===== config.mk =====
export PLATFORM = sky130hd
export DESIGN_NAME = uart_rx_sampler
export DESIGN_NICKNAME = d
export VERILOG_FILES = /design/src/rtl/uart_pkg.sv /design/src/rtl/uart_rx_fifo.sv /design/src/rtl/uart_rx_sampler.sv
export SDC_FILE = /design/constraint.sdc
export NUM_CORES = 1
export LEC_CHECK = 0
export CORE_ASPECT_RATIO = 0.6
export CORE_MARGIN = 5
export CORE_UTILIZATION = 35
export CTS_BUF_LIST = sky130_fd_sc_hd__clkbuf_16
export DETAILED_ROUTE_END_ITERATION = 10
export DONT_BUFFER_PORTS = 1
export GPL_TIMING_DRIVEN = 0
export SYNTH_ARGS = -nofsm -noshare
export SYNTH_HDL_FRONTEND = slang
export SYNTH_SLANG_ARGS = --single-unit
export TNS_END_PERCENT = 5

===== constraint.sdc =====
create_clock -name clk -period 7 [get_ports clk]
set_clock_uncertainty 0.2 [all_clocks]
set_input_delay 1.4 -clock clk [delete_from_list [all_inputs] [get_ports clk]]
set_output_delay 1.4 -clock clk [all_outputs]
set_load 0.01 [all_outputs]

===== src/rtl/uart_pkg.sv =====
// Shared constants for the UART receive path: data width, FSM state
// encoding and the clocks-per-bit arithmetic.
package uart_pkg;

    localparam int DATA_W = 8;
    localparam int ST_W   = 3;

    localparam logic [ST_W-1:0] ST_IDLE      = 3'd0;
    localparam logic [ST_W-1:0] ST_START     = 3'd1;
    localparam logic [ST_W-1:0] ST_DATA      = 3'd2;
    localparam logic [ST_W-1:0] ST_STOP      = 3'd3;
    localparam logic [ST_W-1:0] ST_WAIT_HIGH = 3'd4;

    // Clocks per line bit (truncating division).
    function automatic int bit_clks(input int clk_freq, input int baud);
        return clk_freq / baud;
    endfunction

    // Clocks from the falling edge of the start bit to its middle.
    function automatic int half_clks(input int clk_freq, input int baud);
        return bit_clks(clk_freq, baud) / 2;
    endfunction

endpackage


===== src/rtl/uart_rx_fifo.sv =====
// Small synchronous FIFO for received bytes. The head entry is kept in a
// register so the consumer sees a flop output; it holds its last value
// when the FIFO drains.
module uart_rx_fifo
    import uart_pkg::*;
#(
    parameter int fifo_depth = 4
) (
    input  logic              clk,
    input  logic              rst,
    input  logic              push_i,
    input  logic              pop_i,
    input  logic [DATA_W-1:0] wdata_i,
    output logic              full_o,
    output logic              empty_o,
    output logic [DATA_W-1:0] head_o
);

    localparam int PW = $clog2(fifo_depth);
    localparam int CW = PW + 1;
    localparam logic [CW-1:0] FULL_CNT = CW'(fifo_depth);

    logic [DATA_W-1:0] mem_q [fifo_depth];
    logic [PW-1:0]     wr_ptr_q, wr_ptr_d, rd_ptr_q, rd_ptr_d;
    logic [CW-1:0]     cnt_q, cnt_d;
    logic [DATA_W-1:0] head_q, head_d;
    logic              do_push, do_pop;

    assign full_o  = (cnt_q == FULL_CNT);
    assign empty_o = (cnt_q == '0);
    assign head_o  = head_q;

    // A push into a full FIFO only lands if a pop frees the slot this cycle.
    assign do_pop  = pop_i && !empty_o;
    assign do_push = push_i && (!full_o || do_pop);

    // Pointer/count update and next head value after this cycle's ops.
    always_comb begin
        wr_ptr_d = wr_ptr_q;
        rd_ptr_d = rd_ptr_q;
        cnt_d    = cnt_q + CW'(do_push) - CW'(do_pop);
        head_d   = head_q;
        if (do_push) wr_ptr_d = wr_ptr_q + PW'(1);
        if (do_pop)  rd_ptr_d = rd_ptr_q + PW'(1);
        if (do_pop) begin
            if (cnt_q > CW'(1))  head_d = mem_q[rd_ptr_q + PW'(1)];
            else if (do_push)    head_d = wdata_i;
        end else if (empty_o && do_push) begin
            head_d = wdata_i;
        end
    end

    // Control state with async reset.
    always_ff @(posedge clk or negedge rst) begin
        if (!rst) begin
            wr_ptr_q <= '0;
            rd_ptr_q <= '0;
            cnt_q    <= '0;
            head_q   <= '0;
        end else begin
            wr_ptr_q <= wr_ptr_d;
            rd_ptr_q <= rd_ptr_d;
            cnt_q    <= cnt_d;
            head_q   <= head_d;
        end
    end

    // Storage array; contents are don't-care until written.
    always_ff @(posedge clk) begin
        if (do_push) mem_q[wr_ptr_q] <= wdata_i;
    end

endmodule


===== src/rtl/uart_rx_sampler.sv =====
// 8N1 UART receiver: two-flop line synchronizer, mid-bit sampling FSM,
// sticky framing/overrun flags and a small output FIFO.
module uart_rx_sampler
    import uart_pkg::*;
#(
    parameter int clk_freq       = 100000000,
    parameter int uart_baud_rate = 1152000,
    parameter int fifo_depth     = 4
) (
    input  logic              clk,
    input  logic              rst,
    input  logic              uart_rxd,
    output logic [DATA_W-1:0] rx_data,
    output logic              rx_valid,
    input  logic              rx_ready,
    input  logic              err_clr,
    output logic              frame_err,
    output logic              overrun,
    output logic              busy
);

    localparam int D  = bit_clks(clk_freq, uart_baud_rate);
    localparam int H  = half_clks(clk_freq, uart_baud_rate);
    localparam int CW = (D > 1) ? $clog2(D) : 1;
    localparam logic [CW-1:0] CNT_LAST = CW'(D - 1);
    localparam logic [CW-1:0] CNT_HALF = CW'(H - 1);

    logic              sync1_q, sync2_q, line;
    logic [ST_W-1:0]   state_q, state_d;
    logic [CW-1:0]     cnt_q, cnt_d;
    logic [2:0]        bit_q, bit_d;
    logic [DATA_W-1:0] shift_q, shift_d;
    logic              frame_err_q, frame_err_d;
    logic              overrun_q, overrun_d;
    logic              push, pop, ferr_set, ovr_set;
    logic              fifo_full, fifo_empty;

    assign line      = sync2_q;
    assign rx_valid  = !fifo_empty;
    assign pop       = rx_valid && rx_ready;
    assign ovr_set   = push && fifo_full && !pop;
    assign busy      = (state_q != ST_IDLE);
    assign frame_err = frame_err_q;
    assign overrun   = overrun_q;

    // Bring the asynchronous line into the clk domain; idles high.
    always_ff @(posedge clk or negedge rst) begin
        if (!rst) begin
            sync1_q <= 1'b1;
            sync2_q <= 1'b1;
        end else begin
            sync1_q <= uart_rxd;
            sync2_q <= sync1_q;
        end
    end

    // Frame FSM: start bit checked at half a bit, then one sample per bit.
    always_comb begin
        state_d  = state_q;
        cnt_d    = cnt_q + CW'(1);
        bit_d    = bit_q;
        shift_d  = shift_q;
        push     = 1'b0;
        ferr_set = 1'b0;
        case (state_q)
            ST_IDLE: begin
                cnt_d = '0;
                if (!line) state_d = ST_START;
            end
            ST_START: begin
                if (cnt_q == CNT_HALF) begin
                    cnt_d = '0;
                    if (line) begin
                        state_d = ST_IDLE;
                    end else begin
                        state_d = ST_DATA;
                        bit_d   = 3'd0;
                    end
                end
            end
            ST_DATA: begin
                if (cnt_q == CNT_LAST) begin
                    cnt_d   = '0;
                    shift_d = {line, shift_q[DATA_W-1:1]};
                    if (bit_q == 3'd7) state_d = ST_STOP;
                    else               bit_d   = bit_q + 3'd1;
                end
            end
            ST_STOP: begin
                if (cnt_q == CNT_LAST) begin
                    cnt_d = '0;
                    if (line) begin
                        push    = 1'b1;
                        state_d = ST_IDLE;
                    end else begin
                        ferr_set = 1'b1;
                        state_d  = ST_WAIT_HIGH;
                    end
                end
            end
            ST_WAIT_HIGH: begin
                // A held-low break parks here so it reports a single error.
                cnt_d = '0;
                if (line) state_d = ST_IDLE;
            end
            default: begin
                cnt_d   = '0;
                state_d = ST_IDLE;
            end
        endcase
    end

    // Sticky flags: a set event in the same cycle as err_clr wins.
    always_comb begin
        frame_err_d = ferr_set || (frame_err_q && !err_clr);
        overrun_d   = ovr_set  || (overrun_q   && !err_clr);
    end

    // FSM and flag registers.
    always_ff @(posedge clk or negedge rst) begin
        if (!rst) begin
            state_q     <= ST_IDLE;
            cnt_q       <= '0;
            bit_q       <= '0;
            shift_q     <= '0;
            frame_err_q <= 1'b0;
            overrun_q   <= 1'b0;
        end else begin
            state_q     <= state_d;
            cnt_q       <= cnt_d;
            bit_q       <= bit_d;
            shift_q     <= shift_d;
            frame_err_q <= frame_err_d;
            overrun_q   <= overrun_d;
        end
    end

    uart_rx_fifo #(
        .fifo_depth(fifo_depth)
    ) u_fifo (
        .clk    (clk),
        .rst    (rst),
        .push_i (push),
        .pop_i  (pop),
        .wdata_i(shift_q),
        .full_o (fifo_full),
        .empty_o(fifo_empty),
        .head_o (rx_data)
    );

endmodule

==> metrics.yaml, run 1 <==
yosys_warnings: 0
clkSlewWorstSetupHoldPaths_ns: 0.06
gp_congestion: 0.7126
drt_iter0_drc: 92
synth_compound_area_share_pct: 4.836
track_usage_pct: 10.51
crit_type: "reg2out"
antenna_cells: 0
io_buffers: 0
final_area_mm2: 0.003769
fp-row-count: 27
synth_mux_area_share_pct: 15.77
ant_nets: 0
crit_fanout: 4
drcViolationCount: 0
powerDensity_mw_per_mm2: 299.3
initial_core_util_pct: 35.89
yosysTopAreaCellShare_pct: 29.25
slowest_delay_ns: 0.44
setup-tns-final_ns: 0
io_pins: 17
async_flop_share_pct: 55.56
synth_fa_ha_area_share_pct: 5.179
cts_buffers: 9
grt_max_degree: 41
setup_viol: 0
drt-vias-per-instance: 4.660
ctsResizeCount: 0
synth_top_area_cell: "edfxtp_1"
seq_power_share_pct: 42.2
wl_per_cell_um: 15.34
vias: 1645
antenna_found_initial: 0
place_ws_ns: 3.830
ys_seq_elements: 72
place_area_mm2: 0.003448
root_buffer: "clkbuf_16"
worst_setup_path_start_kind: "register"
critPathRequiredTime_ns: 5.40
worst_slack_ns: 4.090
area_growth_pct: 14.70
cp_slowest_cell: "dfrtp_1"
cts_num_sinks: 72
p_switching_w: 0.0002780
worstSkewPairLatency_ns: 0.32
cap_violations: 0
drive_above_1_share_pct: 26.46
nets: 236
max_freq_ghz: 0.3436
critPathArrivalTime_ns: 1.31
internal-power_w: 0.0008499
clock_path_buffers: 2
die-area_mm2: 0.01149
fin_cells: 353
place_inst: 337
dp_hpwl_um: 3630
p_leak_nw: 1.694
final-hold-violation-count: 0
ys_seq_area_share_pct: 59.79
synthXorXnorAreaFrac_pct: 2.399
ctsHtreeMaxLevel: 3
die_y_um: 85.05
clkPwrFrac_pct: 42.9
gr-total-overflow: 0
hold_buffers: 0
dieWidth_um: 135.1
syn_inst: 207
p_sw_share_pct: 24.65
syn-cell-area_mm2: 0.003286
synthTopCellsByArea: "edfxtp_1 (29%), dfrtp_1 (29%), mux2_2 (5.8%)"
fin_crit_sh_pct: 41.57
core_mm2: 0.009155
run_status: "finished, final reports clean"
hold_slack_ns: 0.1496
period_needed_ns: 2.910
synth_top_family_by_area: "multiplexers"
grt_pass1_wl_um: 9163
grt_setup_unrepaired: "false"
syn_avg_cell_area_um2: 15.87
regToRegSetupSlack_ns: 4.49
path_cells: "nor3_1 -> inv_1"
peakVddDrop_mv: 0.1740
cts_tree: "yes"
drt_wl_total_um: 5416
final_max_slew_viol_count: 0
max_slew_margin_pct: 58.78
tightest_slew_ns: 0.6137
hold_class: "reg2reg"
synth_edf_count: 32
synth_simple_gate_area_share_pct: 8.149
synth_nets: 225
first_pass_iters: 4
synth.distinct_cells: 47
cts_setup_buffers: 0
synthFlopType: "dfrtp_1"
grt_pass1_vias: 1675
crit_path_end_kind: "primary output"
p_comb_share_pct: 14.9
## worst max-delay path, delay by kind of cell, from the launching register on
family | cells | cell delay [ns]
flops | 1 | 0.44
simple gates | 1 | 0.40
buf+inv | 1 | 0.15
## final timing paths
| path | start | endpoint | cells after the start |
|---|---|---|---|
| setup / recovery | u_fifo.cnt_q[1] | rx_valid | 2 |
| hold / removal | sync1_q | line | 0 |
| setup reg to reg | cnt_q[1] | u_fifo.cnt_q[2] | 8 |
| hold reg to reg | sync1_q | line | 0 |
| max in group asynchronous | rst | sync1_q | 0 |
| min in group asynchronous | rst | frame_err | 0 |
## cell type report
type                    instances  area (um^2)
plain buffers                   6        67.56
clock buffers                   9        225.2
clock inverters                 7        95.09
fillers                       827         5386
inverters                      16        60.06
multi-input cells             113         1194
flip-flops and latches         72         1964
well taps                     130        162.7
## cell usage in the layout, fill, tap and decap left out, drive strengths merged, types with 4 or more instances in the layout
cell type,synthesis,final
ha,12,12
clkinv,0,4
and2,4,4
xor2,4,4
nand3,4,4
mux4,8,8
nor2,14,14
nand2,4,4
clkbuf,2,11
inv,16,17
mux2,25,25
xnor2,5,5
dfrtp,38,38
edfxtp,32,32
buf,4,4
## cell usage after synthesis (2+ instances only)
library cell and n:
and3_1 2, a21o_1 2, o21ai_0 2, inv_1 16, a22o_1 2, a21oi_1 2, xnor2_1 5, edfxtp_1 32
dfstp_2 2, nor2_1 14, clkbuf_8 2, dfrtp_1 38, xor2_1 4, ha_1 12, nand3_1 4, mux2_4 8
o22ai_1 2, nand2_1 4, and2_2 4, mux4_1 7, mux2_2 17
## registers in the layout, summed over array words and instances (netlist names)
signal / count
frame_err: 1
u_fifo.wr_ptr_q: 2
state_q: 3
shift_q: 8
cnt_q: 7
u_fifo.mem_q: 32
u_fifo.cnt_q: 3
line: 1
overrun: 1
u_fifo.rd_ptr_q: 2
sync1_q: 1
u_fifo.head_o: 8
bit_q: 3
## kinds of logic after synthesis
family	Yosys count
mux	33
simple gates	40
xor+xnor	9
fa+ha+maj	13
compound gates	18
buf+inv	22
flops	72
## per-layer routing
| metal | vias up | share of wire, % | GRT usage (%) |
|---|---|---|---|
| met2 | 36 | 39 | 13.63 |
| li1 | 787 | - | - |
| met4 | 0 | 1.0 | 3.019 |
| met5 | - | 0 | 0 |
| met3 | 7 | 5.3 | 4.502 |
| met1 | 815 | 54 | 15.72 |
## power by group through the flow
| stage | logic, W | clock network (W) | registers (W) |
|---|---|---|---|
| 6_report | 0.000168 | 0.000484 | 0.000476 |
| 5_1_grt | 0.000188 | 0.000517 | 0.000479 |
| 4_1_cts | 0.000173 | 0.000494 | 0.000476 |
| 3_5_place_dp | 0.000172 | 0 | 0.000484 |
| 3_3_place_gp | 0.000169 | 0 | 0.000483 |
| 2_1_floorplan | 0.000142 | 0 | 0.000480 |
## metrics by stage
step,power (W),utilization [%]
2_1_floorplan,0.0006219,-
3_3_place_gp,0.0006520,37.67
3_5_place_dp,0.0006561,37.67
4_1_cts,0.001143,41.16
5_1_grt,0.001184,41.16
6_report,0.001128,41.16
Power figures use the tool's default switching activity.
==> run 2, diff against run 1 <==
ABC_AREA = 1   (was unset)
clock period = 2.82 ns   (was 7 ns; I/O delays follow)
==> run 2 against run 1 <==
  * Critical path depth up 4
  * Core utilization up 0.49 points
  * Wire length up 30%
  * Clock power up 140%
  * Count of clock-buffer cells in the layout unchanged
  * Power rose to 3.0 times the previous value
  * Register-to-register slack worse by 4.0 ns
  * Combinational power rose to 5.4 times the previous value
  * Highest routed layer unchanged
==> metrics.yaml, run 2 <==
period_needed_ns: 2.369
setup_viol: 0  # unchanged
final_util_pct: 41.66  # +0.49 points
async_flop_share_pct: 55.56  # unchanged
crit_type: "reg2reg"
synthFlopType: "dfrtp_1"
ctsHtreeMaxLevel: 3  # unchanged
drt_iter0_drc: 128  # +39%
vias: 2220  # +35%
largest_register_ffs: 32  # unchanged
cts_buffers: 9  # unchanged
synthTopCellsByCount: "nand2_1 (113), inv_1 (50), dfrtp_1 (38), nor2_1 (34), edfxtp_1 (32)"
io_buffers: 0  # unchanged
synth_edf_count: 32  # unchanged
cts_tree: "yes"
setup-tns-final_ns: 0  # unchanged
hold_slack_ns: 0.02886  # -0.1207 ns
synth_nets: 374  # +66%
critPathArrivalTime_ns: 2.13  # +0.82 ns
ctsResizeCount: 0  # unchanged
timing.rr.start: "cnt_q[1]"
root_buffer: "clkbuf_16"
final_common_cell: "nand2_1"
fp-row-count: 27  # unchanged
critPathRequiredTime_ns: 2.58  # -2.82 ns
clock_path_buffers: 2  # unchanged
die-area_mm2: 0.01176  # +2.4%
cts_num_sinks: 72  # unchanged
dieWidth_um: 136.7  # +1.2%
min_from: "uart_rxd"
tightest_slew_ns: 0.9113  # +0.2976 ns
antenna_found_initial: 0  # unchanged
syn_avg_cell_area_um2: 9.472  # -40%
hold_class: "in2reg"
area_growth_pct: 14.77  # about the same
drt-vias-per-instance: 4.405  # -5.5%
hold_buffers: 2  # +2
cap_violations: 0  # unchanged
synthTopCellsByArea: "edfxtp_1 (28%), dfrtp_1 (28%), nand2_1 (13%)"
slowest_delay_ns: 0.72  # +0.28 ns
gr-total-overflow: 0  # unchanged
dp_hpwl_um: 4989  # +37%
yosysMostFrequentCell: "nand2_1"
ys_seq_area_share_pct: 58.26  # -1.5 points
run_status: "finished, final reports clean"
ys_seq_elements: 72  # unchanged
place_area_mm2: 0.003535  # +2.5%
synth.distinct_cells: 30  # -36%
timing.rr.end: "u_fifo.mem_q[3][6]"
crit_fanout: 8  # +4
layout_common_cells: "nand2_1 (113), inv_1 (53), dfrtp_1 (38)"
peakVddDrop_mv: 0.3332  # +92%
cp_slowest_cell: "nor2_1"
fill_cells: 895  # +8.2%
yosys_warnings: 0  # unchanged
track_usage_pct: 13.47  # +3.0 points
yosysTopAreaCellShare_pct: 28.50  # -0.75 points
drcViolationCount: 0  # unchanged
ant_nets: 0  # unchanged
final-hold-violation-count: 0  # unchanged
p_leak_nw: 1.870  # +10%
regToRegSetupSlack_ns: 0.45  # -4.04 ns
initial_core_util_pct: 36.30  # +0.41 points
wl_per_cell_um: 14.00  # -8.7%
antenna_cells: 0  # unchanged
drt_wl_total_um: 7057  # +30%
crit_path_end_kind: "register"
io_pins: 17  # unchanged
synth_top_area_cell: "edfxtp_1"
nets: 387  # +64%
grt_pass1_wl_um: 11680  # +27%
final_area_mm2: 0.003870  # +2.7%
max_slew_margin_pct: 39.02  # -20 points
grt_max_degree: 41  # unchanged
max_freq_ghz: 0.4221
grt_setup_unrepaired: "false"
gp_congestion: 0.8319  # +17%
path_cells: "inv_1 -> ha_1 -> nand3_2 -> nor2_4 -> nand3_4 -> nor2_1"
die_y_um: 86.03  # +1.2%
worst_setup_path_start_kind: "register"
top_register: "u_fifo.mem_q"
worstSkewPairLatency_ns: 0.33  # about the same
cts_setup_buffers: 0  # unchanged
grt_pass1_vias: 2155  # +29%
powerDensity_mw_per_mm2: 875.7  # +190%
syn_inst: 356  # +72%
holdPathStages: 0  # unchanged
drive_above_1_share_pct: 9.626  # -17 points
syn-cell-area_mm2: 0.003372  # +2.6%
hold_end: "sync1_q"
fin_crit_sh_pct: 84.02
core_mm2: 0.009290  # +1.5%
final_max_slew_viol_count: 0  # unchanged
clkSlewWorstSetupHoldPaths_ns: 0.05  # about the same
r2r_cells: 6  # -2
first_pass_iters: 4  # unchanged
run 2: layout make-up:
class	instances	area (um^2)	share of cell area, %
Tap cell	130	162.7	4.203
Multi-Input combinational cell	229	1190	30.75
Sequential cell	72	1964	50.76
Timing Repair Buffer	2	30.03	0.7759
Buffer	4	26.28	0.6790
Clock buffer	9	225.2	5.820
Clock inverter	7	80.08	2.069
Inverter	51	191.4	4.947
run 2: kinds of logic (layout without fill, tap and decap cells):
group                      after synthesis  after routing  share of synthesized area, %
AOI/OAI and AO/OA                       26             26                         4.527
adders and majority gates               13             13                         5.046
xor gates and xnor gates                 7              7                         1.818
buffers and inverters                   55             73                         6.456
DFF                                     72             72                         58.26
and+or+nand+nor                        183            183                         23.90
run 2: worst max path at each step:
stage / cells after the start / slack (ns) / end / from
4_1_cts: 6 / 0.42 / u_fifo.mem_q[3][0] / cnt_q[1]
2_1_floorplan: 10 / 0.65 / u_fifo.cnt_q[2] / u_fifo.cnt_q[1]
3_3_place_gp: 6 / 0.51 / u_fifo.mem_q[1][2] / cnt_q[1]
6_report: 6 / 0.45 / u_fifo.mem_q[3][6] / cnt_q[1]
5_1_grt: 6 / 0.32 / u_fifo.mem_q[3][7] / cnt_q[1]
3_5_place_dp: 6 / 0.43 / u_fifo.mem_q[3][2] / cnt_q[1]
run 2: metrics by stage:
stage | setup WS (ns) | instances | total power, W
floorplan | 0.6519 | 356 | 0.001986
global placement | 0.5102 | 486 | 0.002196
detailed placement | 0.4285 | 486 | 0.002222
CTS | 0.4205 | 504 | 0.003426
global route | 0.3222 | 504 | 0.003617
finish | 0.4507 | 504 | 0.003389
run 2: worst max-delay path: cells and delay by family, from the launching register on:
family | cells | cell delay (ns)
simple gates | 4 | 1.15
flops | 1 | 0.41
buf+inv | 1 | 0.07
fa+ha+maj | 1 | 0.17
run 2: per-layer routing:
| metal | vias up | share of wire (%) | track usage (%) |
|---|---|---|---|
| met2 | 48 | 40 | 17.65 |
| li1 | 1146 | - | - |
| met4 | 0 | 1.1 | 5.489 |
| met1 | 1021 | 53 | 20.09 |
| met3 | 5 | 5.8 | 4.455 |
| met5 | - | 0 | 0 |
run 2: where the power goes:
part           internal, W  switching [W]
clock network     0.000759       0.000410
registers          0.00120       0.000115
logic             0.000286       0.000621
